$ cat src/rtl/decoder_pkg.sv
// Shared types and the select-decode function for decoder_stream.
package decoder_pkg;

  typedef enum logic {DEC_ONEHOT, DEC_THERMO} dec_mode_e;

  // Widest decoded word the helper can produce; callers slice the low NOUT bits.
  localparam int unsigned MaxNout = 64;

  function automatic logic [MaxNout-1:0] dec_word(input logic [31:0]   sel,
                                                  input logic          en,
                                                  input dec_mode_e     mode,
                                                  input int unsigned   nout);
    logic [MaxNout-1:0] w;
    w = '0;
    for (int unsigned k = 0; k < MaxNout; k++) begin
      if (en && (sel < nout) && (k < nout)) begin
        if (mode == DEC_ONEHOT) w[k] = (k == sel);
        else                    w[k] = (k <= sel);
      end
    end
    return w;
  endfunction

endpackage

$ cat src/rtl/skid_buf.sv
// Two-slot valid/ready skid buffer: output register plus one skid slot, full throughput,
// in_ready driven purely from registered state.
module skid_buf #(
  parameter int unsigned W = 8
) (
  input  logic         clk,
  input  logic         reset_n,
  input  logic         in_valid,
  output logic         in_ready,
  input  logic [W-1:0] in_data,
  output logic         out_valid,
  input  logic         out_ready,
  output logic [W-1:0] out_data
);

  logic         out_valid_q, out_valid_d;
  logic         skid_valid_q, skid_valid_d;
  logic [W-1:0] out_data_q, out_data_d;
  logic [W-1:0] skid_data_q, skid_data_d;
  logic         live_q;
  logic         in_fire, out_fire;

  // live_q keeps in_ready low until the first edge after reset is released.
  assign in_ready  = live_q & ~(out_valid_q & skid_valid_q);
  assign in_fire   = in_valid & in_ready;
  assign out_fire  = out_valid_q & out_ready;
  assign out_valid = out_valid_q;
  assign out_data  = out_data_q;

  always_comb begin
    out_valid_d  = out_valid_q;
    out_data_d   = out_data_q;
    skid_valid_d = skid_valid_q;
    skid_data_d  = skid_data_q;
    if (out_fire) begin
      if (skid_valid_q) begin
        out_data_d   = skid_data_q;
        skid_valid_d = 1'b0;
      end else if (in_fire) begin
        out_data_d = in_data;
      end else begin
        out_valid_d = 1'b0;
      end
    end else if (in_fire) begin
      if (!out_valid_q) begin
        out_valid_d = 1'b1;
        out_data_d  = in_data;
      end else begin
        skid_valid_d = 1'b1;
        skid_data_d  = in_data;
      end
    end
  end

  always_ff @(posedge clk or negedge reset_n) begin
    if (!reset_n) begin
      out_valid_q  <= 1'b0;
      out_data_q   <= '0;
      skid_valid_q <= 1'b0;
      skid_data_q  <= '0;
      live_q       <= 1'b0;
    end else begin
      out_valid_q  <= out_valid_d;
      out_data_q   <= out_data_d;
      skid_valid_q <= skid_valid_d;
      skid_data_q  <= skid_data_d;
      live_q       <= 1'b1;
    end
  end

endmodule

$ cat src/rtl/decoder_stream.sv
// Pipelined select decoder (one-hot or thermometer) with out-of-range flag,
// streamed through a two-slot skid buffer.
module decoder_stream
  import decoder_pkg::*;
#(
  parameter int unsigned SEL_W = 3,
  parameter int unsigned NOUT  = 2 ** SEL_W,
  parameter dec_mode_e   MODE  = DEC_ONEHOT
) (
  input  logic             clk,
  input  logic             reset_n,
  input  logic             in_valid,
  output logic             in_ready,
  input  logic [SEL_W-1:0] in_sel,
  input  logic             in_en,
  output logic             out_valid,
  input  logic             out_ready,
  output logic [NOUT-1:0]  out_word,
  output logic             out_err
);

  logic [31:0]        sel_ext;
  logic               err;
  logic [MaxNout-1:0] full_word;
  logic [NOUT:0]      in_data;
  logic [NOUT:0]      out_data;

  assign sel_ext   = 32'(in_sel);
  assign err       = (sel_ext >= NOUT);
  assign full_word = dec_word(sel_ext, in_en, MODE, NOUT);
  assign in_data   = {err, full_word[NOUT-1:0]};

  if (NOUT < MaxNout) begin : g_unused_hi
    logic unused_hi;
    assign unused_hi = ^full_word[MaxNout-1:NOUT];
  end

  skid_buf #(
    .W (NOUT + 1)
  ) u_skid (
    .clk       (clk),
    .reset_n   (reset_n),
    .in_valid  (in_valid),
    .in_ready  (in_ready),
    .in_data   (in_data),
    .out_valid (out_valid),
    .out_ready (out_ready),
    .out_data  (out_data)
  );

  assign out_word = out_data[NOUT-1:0];
  assign out_err  = out_data[NOUT];

endmodule

$ cat config.mk
export PLATFORM = sky130hd
export DESIGN_NAME = decoder_stream
export DESIGN_NICKNAME = d
export VERILOG_FILES = /design/src/rtl/decoder_pkg.sv /design/src/rtl/skid_buf.sv /design/src/rtl/decoder_stream.sv
export SDC_FILE = /design/constraint.sdc
export NUM_CORES = 1
export LEC_CHECK = 0
export CAP_MARGIN = 5
export CORE_UTILIZATION = 25
export CTS_CLUSTER_SIZE = 16
export DETAILED_ROUTE_END_ITERATION = 10
export GPL_TIMING_DRIVEN = 0
export SLEW_MARGIN = 20
export SYNTH_ARGS = -nofsm -noshare
export SYNTH_HDL_FRONTEND = slang
export SYNTH_SLANG_ARGS = --single-unit
$ cat constraint.sdc
create_clock -name clk -period 1.65 [get_ports clk]
set_input_delay 0.33 -clock clk [delete_from_list [all_inputs] [get_ports clk]]
set_output_delay 0.33 -clock clk [all_outputs]
set_load 0.02 [all_outputs]
Yosys cells after proc, flatten, opt, wreduce, memory -nomap -nowiden
Index checks and enable logic that the tools add are counted.

Bits of input ports: 8. Word-level logic and storage cells: 52. Memories kept: 0. Latch bits: 0. Bits in writable memories: 0. Bits in read-only memories: 0. Register bits: 21.

$add $sub $neg: 0. Bitwise operators: 6. Muxes and demuxes: 20. Shift-type cells: 0. Div/mod/pow operators: 0. Reduce and logical (&&, ||, !) cells: 9. $mul: 0. Equal/unequal tests: 10. Order comparisons: 2.

Operators by type and width (number): 9-bit 2-to-1 mux (5); 32-bit zero test (1); 1-bit 2-to-1 mux (15); 3-bit == test, first input constant (4); 3-bit AND reduction (3); 2-bit by 3-bit == test with 1-bit output, first input constant (2); 2-bit inequality test, second input constant (3); 2-bit nonzero test (3); 1-bit bitwise AND (4); 3-bit by 4-bit greater-or-equal comparator with 1-bit output, second input constant (1); 3-bit by 4-bit less-than comparator with 1-bit output, second input constant (1); 1-bit by 3-bit == test with 1-bit output, first input constant (1); 1-bit inverter (2); 2-bit AND reduction (1); 1-bit logical AND (1).

Depth between registers and ports, before layout
Gate-level depths: netlist of the first run.

Depth after elaboration: 7. Depth in mapped cells: 3. Depth with buffers taken out: 3.

Cells and area by module
From an unflattened synthesis of the first run, not the netlist that was laid out.

Cells, all modules: 73. Area total of the unflattened synthesis: 1048.5 µm².

Modules (own cells, without submodules): skid_buf (instances 1, area each 949.7 µm², seq. area each 525.5 µm², cells an instance 64); decoder_stream (instances 1, area each 98.8 µm², seq. area each 0.0 µm², cells an instance 9).

Least setup slack after synthesis of the first run
Ideal clock, no wire load.

Path kind: register to register. From: register u_skid.out_valid_q (netlist: u_skid.out_valid). To: register u_skid.skid_data_q[0]. Cell stages (with the launch flop): 4. Slack: 111 ps. Data required time: 1525 ps. Period minus slack after synthesis: 1539 ps. Setup time: 125 ps. Arrival: 1415 ps. Cell sequence: dfrtp_1 -> and2b_2 -> nor3b_4 -> mux2_2.

Longest elaborated chain between the ends: 5. Elaborated cells on any way between the ends: 7. Those cells by class: 6 x bitwise; 1 x reduce/logical.

Ends and longest elaborated chain: start, declared (line skid_buf.sv:16) `logic out_valid_q, out_valid_d;`; start signal, assigned (line skid_buf.sv:63) `out_valid_q <= out_valid_d;`; 1-bit bitwise AND (line skid_buf.sv:24) `assign in_ready = live_q & ~(out_valid_q & skid_valid_q);`; 1-bit inverter (line skid_buf.sv:24); 1-bit bitwise AND (line skid_buf.sv:24); 1-bit bitwise AND (line skid_buf.sv:25) `assign in_fire = in_valid & in_ready;`; 3-bit AND reduction (no line) *; end signal, assigned (line skid_buf.sv:66) `skid_data_q <= skid_data_d;`; end, declared (line skid_buf.sv:19) `logic [W-1:0] skid_data_q, skid_data_d;`.

Every way passes the cells marked *; elsewhere a longest branch is shown, timed or not. A chain may end at the register's enable or synchronous reset.

Final worst setup path of the first run
From: register u_skid.out_valid_q (netlist: u_skid.out_valid). To: output port in_ready.

Longest elaborated chain between the ends: 3.

Ends and longest elaborated chain: 1-bit bitwise AND (line skid_buf.sv:24); 1-bit inverter (line skid_buf.sv:24); 1-bit bitwise AND (line skid_buf.sv:24); end, declared (line decoder_stream.sv:13) `output logic in_ready,`.

Every way passes these cells.

==> metrics.md, run 1 <==
| Metric | Value |
|---|---|
| Antenna violations before repair | `0` |
| Worst-path fanout max | `7` |
| Port Buf Inserts | `17` |
| Crit Path Class | `reg -> out` |
| Syn Area/Cell | `between 10 and 15 µm²` |
| Cell Pwr Density | `923 nW/µm²` |
| Post-synth top cells | `mux2_2 (24), dfrtp_1 (19), and4b_1 (3), nand2_1 (3), nor4bb_1 (3)` |
| Most numerous cell in the Yosys netlist | `mux2_2` |
| Largest net degree at the start of global routing | `20` |
| Root Buffer | `clkbuf_8` |
| Tmin final | `1580 ps` |
| Max_cap viols | `0` |
| Critical path data arrival time | `between 1000 and 1500 ps` |
| GR Util All Layers | `9.93%` |
| Yosys top cell by area | `dfrtp_1` |
| Asr flop ratio synth | `100%` |
| Setup violations, final | `0` |
| Synth Flop Type | `dfrtp_1` |
| Sequential area share after synthesis | `51.6%` |
| CTS sink count | `19` |
| Delay of the slowest cell on the worst path | `450 ps` |
| Antenna Nets Post-Route | `0` |
| DRC | `0` |
| Slowest CP cell | `dfrtp_2` |
| Fin crit share | `95.9%` |
| First-pass GRT wire length | `around 3.0 mm` |
| Die Y | `about 63 µm` |
| Worst Max-Slew Pin Slew | `approximately 850 ps` |
| Vias in the first global route | `675` |
| Row count | `21` |
| Top Ports | `19` |
| RePlAce Congestion | `0.673` |
| Core area | `~3400 µm²` |
| Distinct cells, synth | `18` |
| Worst setup EP type | `output pin` |
| Unrepaired setup endpoints after global routing | `false` |
| Mapped cell area | `922 µm²` |
| CP Launch Type | `flop` |
| Die footprint | `3940 µm²` |
| Maximum clock rate | `632 MHz` |
| Setup WS post-layout | `just under 70 ps` |
| Worst vdd ir | `~0.00026 V` |
| Number of flops mapped to enable cells by yosys | `0` |
| DRT iter0 DRCs | `6` |
| Largest cells by area after synthesis | `dfrtp_1 (52%), mux2_2 (29%), and4b_1 (3.3%), nor4bb_1 (3.3%), nor3b_4 (2.0%)` |
| Dpl ws | `-431 ps` |
| Number of synthesized register bits | `19` |
| Post-layout instance area | `1250 µm²` |
| Final hold slack | `approximately 350 ps` |
| Synth Instances | `66` |
| DRT Pass-1 Iters | `3` |
| Slew Viols, Final | `0` |
| Status | `completed` |
| Via/cell ratio | `around 4.5` |
| Clk_skew | `approximately 5.7 ps` |
| DR vias | `609` |
| Min-Delay Path Class | `in -> reg` |
| Tot Pwr | `1150 µW` |
| Lkg Pwr | `0.000574 µW` |
| Setup tns final | `0 ps` |
| Grt ovf | `0` |
| Slew headroom | `between 40% and 50%` |
| Initial Util | `26.8%` |
| WL final | `1.72 mm` |
| Cells along the critical path | `nand2_2 > and2_1 > clkdlybuf4s15_1` |
| Clk Latency, worst-skew pair | `260 ps` |
| Dpl cell area | `roughly 1100 µm²` |
| Clk buf depth | `2` |
| Total CTS buffers | `3` |
| Drt wl/cell | `12.6 µm` |
| Hold Vio Cnt, Final | `0` |
| Layout Nets | `99` |
| N_diodes | `0` |
| Top cell type's share of synthesized area | `51.6%` |
| Syn nets | `74` |
| Clock transition at the registers of the reported paths | `80 ps` |
| CP Data Required Time | `1320 ps` |
| Synth warnings | `0` |
| H-tree lvl count | `1` |
| Hpwl dp | `around 1.2 mm` |
| Chip width | `62.7 µm` |
| Synth-to-layout area growth | `35.3%` |
| Layout cells sized above 1 | `~43%` |
| CTS tree | `done` |
[routing by layer]
metal | track usage [%] | up-vias | part of all wire [%] | wire (µm)
li1 | - | 288 | - | -
met1 | 10.5 | 305 | 45 | 766
met2 | 17.5 | 14 | 49 | 839
met3 | 4.20 | 2 | 5.4 | 93
met4 | 3.49 | 0 | 0.93 | 16
met5 | 0 | - | 0 | 0
[where the power goes]
part	switching [µW]	internal, µW
Clock	166	170
Sequential	37.2	518
Combinational	119	141
[path summary, 6_finish.rpt]
check	start	slack, ps	cells after the start	to
worst max-delay path	u_skid.out_valid	70	3	in_ready
worst min-delay path	out_ready	350	2	u_skid.skid_valid_q
worst max register to register	u_skid.out_valid	200	4	u_skid.skid_data_q[7]
worst min register to register	u_skid.out_data[5]	510	1	u_skid.out_data[5]
max in group asynchronous	reset_n	530	1	u_skid.skid_valid_q
min in group asynchronous	reset_n	550	1	u_skid.skid_data_q[4]
[critical path: cells and delay by family (launching register included)]
family        cells  cell delay, ps
buf+inv           1             290
simple gates      2             240
flops             1             450
[layout by cell type, fill, tap and decap left out]
cell and n:
a21oi_1 1, a21oi_4 1, a31oi_1 1, and2_1 1
and2b_2 1, and4_1 1, and4b_1 3, buf_12 1
buf_4 3, clkbuf_8 3, clkdlybuf4s15_1 1, clkdlybuf4s50_1 14
clkinvlp_4 1, conb_1 2, dfrtp_1 17, dfrtp_2 2
dlygate4sd2_1 1, dlymetal6s2s_1 1, inv_1 1, mux2_2 24
nand2_1 2, nand2_2 1, nand3_2 1, nor3b_4 1
nor4b_1 1, nor4bb_1 3, o21ai_0 1
[stage by stage]
step           utilization [%]  std cells
2_1_floorplan                -         66
3_3_place_gp              33.4        129
3_5_place_dp              33.4        129
4_1_cts                   36.1        136
5_1_grt                   36.2        136
6_report                  36.2        136
[sequential cells by signal (all words and copies together), names as in the netlist]
signal / cells
u_skid.live_q: 1
u_skid.out_data: 8
u_skid.out_valid: 1
u_skid.skid_data_q: 8
u_skid.skid_valid_q: 1
[timing repair]
item,CTS,global route
setup endpoints to repair,18,9
pin swaps,0,0
setup buffers,3,0
resized for setup,5,3
hold buffers,0,0
[layout make-up]
type | instances | area [µm²]
Tap cell | 46 | 57.6
Clock inverter | 1 | 7.51
Sequential cell | 19 | 478
Inverter | 1 | 3.75
Buffer | 1 | 7.51
Multi-Input combinational cell | 45 | 445
Clock buffer | 3 | 41.3
Fill cell | 348 | 2190
Timing Repair Buffer | 20 | 206
[logic make-up (layout without fill, tap and decap cells)]
| family | count (synthesis) | count (layout) | share of synthesized area (%) |
|---|---|---|---|
| buffers and inverters | 2 | 26 | 1.22 |
| multiplexers | 24 | 24 | 29.3 |
| other | 2 | 2 | 0.814 |
| AO/OA/AOI/OAI | 4 | 4 | 2.71 |
| flip-flops | 19 | 19 | 51.6 |
| AND/OR/NAND/NOR | 15 | 15 | 14.4 |
Note: power is estimated with default switching activity, not from simulation.
==> inputs of run 2 (changes only) <==
--- a/config.mk
+++ b/config.mk
@@ -5,12 +5,14 @@
 export SDC_FILE = /design/constraint.sdc
 export NUM_CORES = 1
 export LEC_CHECK = 0
-export CAP_MARGIN = 5
+export CAP_MARGIN = 20
+export CELL_PAD_IN_SITES_DETAIL_PLACEMENT = 1
+export CELL_PAD_IN_SITES_GLOBAL_PLACEMENT = 1
 export CORE_UTILIZATION = 25
 export CTS_CLUSTER_SIZE = 16
 export DETAILED_ROUTE_END_ITERATION = 10
 export GPL_TIMING_DRIVEN = 0
-export SLEW_MARGIN = 20
+export PLACE_DENSITY_LB_ADDON = 0.1
 export SYNTH_ARGS = -nofsm -noshare
 export SYNTH_HDL_FRONTEND = slang
 export SYNTH_SLANG_ARGS = --single-unit
==> metrics.md, run 2 (synthesis gave the netlist of run 1 again) <==
| Metric | Value |
|---|---|
| First-pass GRT wire length | `3.40 mm (was 2.99 mm)` |
| DRT iter0 DRCs | `13 (was 6)` |
| Largest net degree at the start of global routing | `20 (unchanged)` |
| Hold path cells | `2 (unchanged)` |
| Fillers | `377 (was 348)` |
| Critical path data arrival time | `1710 ps (was 1250 ps)` |
| Clk buf depth | `2 (unchanged)` |
| CTS tree | `done (unchanged)` |
| Total CTS buffers | `3 (unchanged)` |
| RePlAce Congestion | `0.615 (was 0.673)` |
| Setup tns final | `0 ps (unchanged)` |
| Layout Nets | `99 (unchanged)` |
| Commonest non-fill, non-tap cell in the layout | `mux2_2 (unchanged)` |
| Hpwl dp | `1.19 mm (was 1.18 mm)` |
| Root Buffer | `clkbuf_8 (unchanged)` |
| WL final | `1.87 mm (was 1.72 mm)` |
| Die Y | `62.7 µm (unchanged)` |
| Delay of the slowest cell on the worst path | `480 ps (was 450 ps)` |
| Initial Util | `26.8% (unchanged)` |
| Via/cell ratio | `4.46 (was 4.48)` |
| Post-layout instance area | `1250 µm² (about the same)` |
| Grt ovf | `0 (unchanged)` |
| CP top delay family | `buffers and inverters (was flip-flops)` |
| Vias in the first global route | `655 (was 675)` |
| DRC | `0 (unchanged)` |
| Antenna Nets Post-Route | `0 (unchanged)` |
| Commonest non-fill, non-tap cells in the layout | `mux2_2 (24), dfrtp_1 (17), clkdlybuf4s50_1 (14) (unchanged)` |
| Worst Max-Slew Pin Slew | `866 ps (was 847 ps)` |
| CP Launch Type | `input pin (was flop)` |
| Worst-path fanout max | `8 (was 7)` |
| Port Buf Inserts | `17 (unchanged)` |
| Lkg Pwr | `0.000581 µW (was 0.000574 µW)` |
| Crit Path Class | `in -> reg (was reg -> out)` |
| Die footprint | `3940 µm² (unchanged)` |
| Final hold slack | `349 ps (about the same)` |
| Setup violations, final | `0 (unchanged)` |
| Unrepaired setup endpoints after global routing | `false (unchanged)` |
| Worst hold endpoint | `u_skid.skid_valid_q (unchanged)` |
| Worst R2R Start | `u_skid.out_valid (unchanged)` |
| DR vias | `606 (was 609)` |
| Synth-to-layout area growth | `35.5% (was 35.3%)` |
| GR Util All Layers | `11.4% (was 9.93%)` |
| CP Data Required Time | `1800 ps (was 1320 ps)` |
| Drt wl/cell | `13.7 µm (was 12.6 µm)` |
| Worst reg2reg path depth | `4 (unchanged)` |
| DRT Pass-1 Iters | `2 (was 3)` |
| Layout cells sized above 1 | `43.3% (unchanged)` |
| Worst path bufs/invs | `2 (was 1)` |
| Tmin final | `1560 ps (was 1580 ps)` |
| Worst setup EP type | `flop (was output pin)` |
| Cell Pwr Density | `932 nW/µm² (was 923 nW/µm²)` |
| Fin util | `36.3% (was 36.2%)` |
| N_diodes | `0 (unchanged)` |
| H-tree lvl count | `1 (unchanged)` |
| Area of the multi-input gates | `443 µm² (was 445 µm²)` |
| Slowest CP cell | `clkdlybuf4s50_1 (was dfrtp_2)` |
| WP depth | `5 (was 3)` |
| Clock transition at the registers of the reported paths | `80 ps (about the same)` |
| Cells along the critical path | `clkdlybuf4s50_1 > nand2_1 > nor3b_4 > buf_12 > mux2_2 (was nand2_2 > and2_1 > clkdlybuf4s15_1)` |
| Worst R2R Setup Slack | `200 ps (about the same)` |
| Reg2Reg Capture Point | `u_skid.skid_data_q[2] (was u_skid.skid_data_q[7])` |
| FF+latch area | `478 µm² (unchanged)` |
| Hold Vio Cnt, Final | `0 (unchanged)` |
| Worst vdd ir | `0.000283 V (was 0.000260 V)` |
| Slew headroom | `42.1% (was 43.3%)` |
| Chip width | `62.7 µm (unchanged)` |
| Maximum clock rate | `639 MHz (was 632 MHz)` |
| Fin crit share | `94.8% (was 95.9%)` |
| Status | `completed (unchanged)` |
| CTS sink count | `19 (unchanged)` |
| Antenna violations before repair | `0 (unchanged)` |
| Min-Delay Path Class | `in -> reg (unchanged)` |
| Row count | `21 (unchanged)` |
| Hold Path Origin | `out_ready (unchanged)` |
| Clk_skew | `8.43 ps (was 5.70 ps)` |
| Top Ports | `19 (unchanged)` |
| Core area | `3440 µm² (unchanged)` |
| Clk Latency, worst-skew pair | `270 ps (was 260 ps)` |
| Dpl cell area | `1150 µm² (unchanged)` |
| Max_cap viols | `0 (unchanged)` |
| Slew Viols, Final | `0 (unchanged)` |
-- run 2: worst max path at each step --
stage                     slack [ps]                    end             start
after floorplan                  110  u_skid.skid_data_q[0]  u_skid.out_valid
after global placement          -450     u_skid.out_data[6]         out_ready
after detailed placement        -430     u_skid.out_data[2]         out_ready
after CTS                         20  u_skid.skid_data_q[2]         out_ready
after global routing              10  u_skid.skid_data_q[5]          in_valid
final                             90  u_skid.skid_data_q[2]          in_valid
-- run 2: final cells by class --
| type | instances | share of cell area (%) |
|---|---|---|
| clock inverter | 1 | 0.400 |
| multi-input combinational | 45 | 35.4 |
| sequential | 19 | 38.2 |
| buffer | 1 | 0.601 |
| clock buffer | 3 | 3.30 |
| tap | 46 | 4.60 |
| timing repair buffer | 20 | 17.1 |
| inverter | 1 | 0.300 |
-- run 2: what timing repair did --
action	4_1_cts	5_1_grt
buffers inserted	3	0
hold buffers	0	0
cloned	0	0
setup endpoints to repair	18	14
gates resized for setup	6	2
-- run 2: power by group --
part | leakage (µW) | internal (µW) | switching (µW) | total (µW)
combinational | 0.000301 | 148 | 122 | 270
clock | 0.0000255 | 169 | 173 | 341
sequential | 0.000254 | 518 | 35.8 | 553
total | 0.000581 | 834 | 330 | 1160
-- run 2: per-stage QoR --
stage	setup WS [ps]	cells	power, µW
2_1_floorplan	111	66	696
3_3_place_gp	-454	129	806
3_5_place_dp	-426	129	809
4_1_cts	16.0	136	1170
5_1_grt	9.60	136	1230
6_report	85.1	136	1160
-- run 2: metal layers --
layer  wire (µm)  vias to the layer above  global-route usage (%)
li1            -                      291                       -
met1         885                      295                    15.3
met2         828                       15                    16.2
met3         105                        5                    3.28
met4          45                        0                    6.10
met5           0                        -                       0
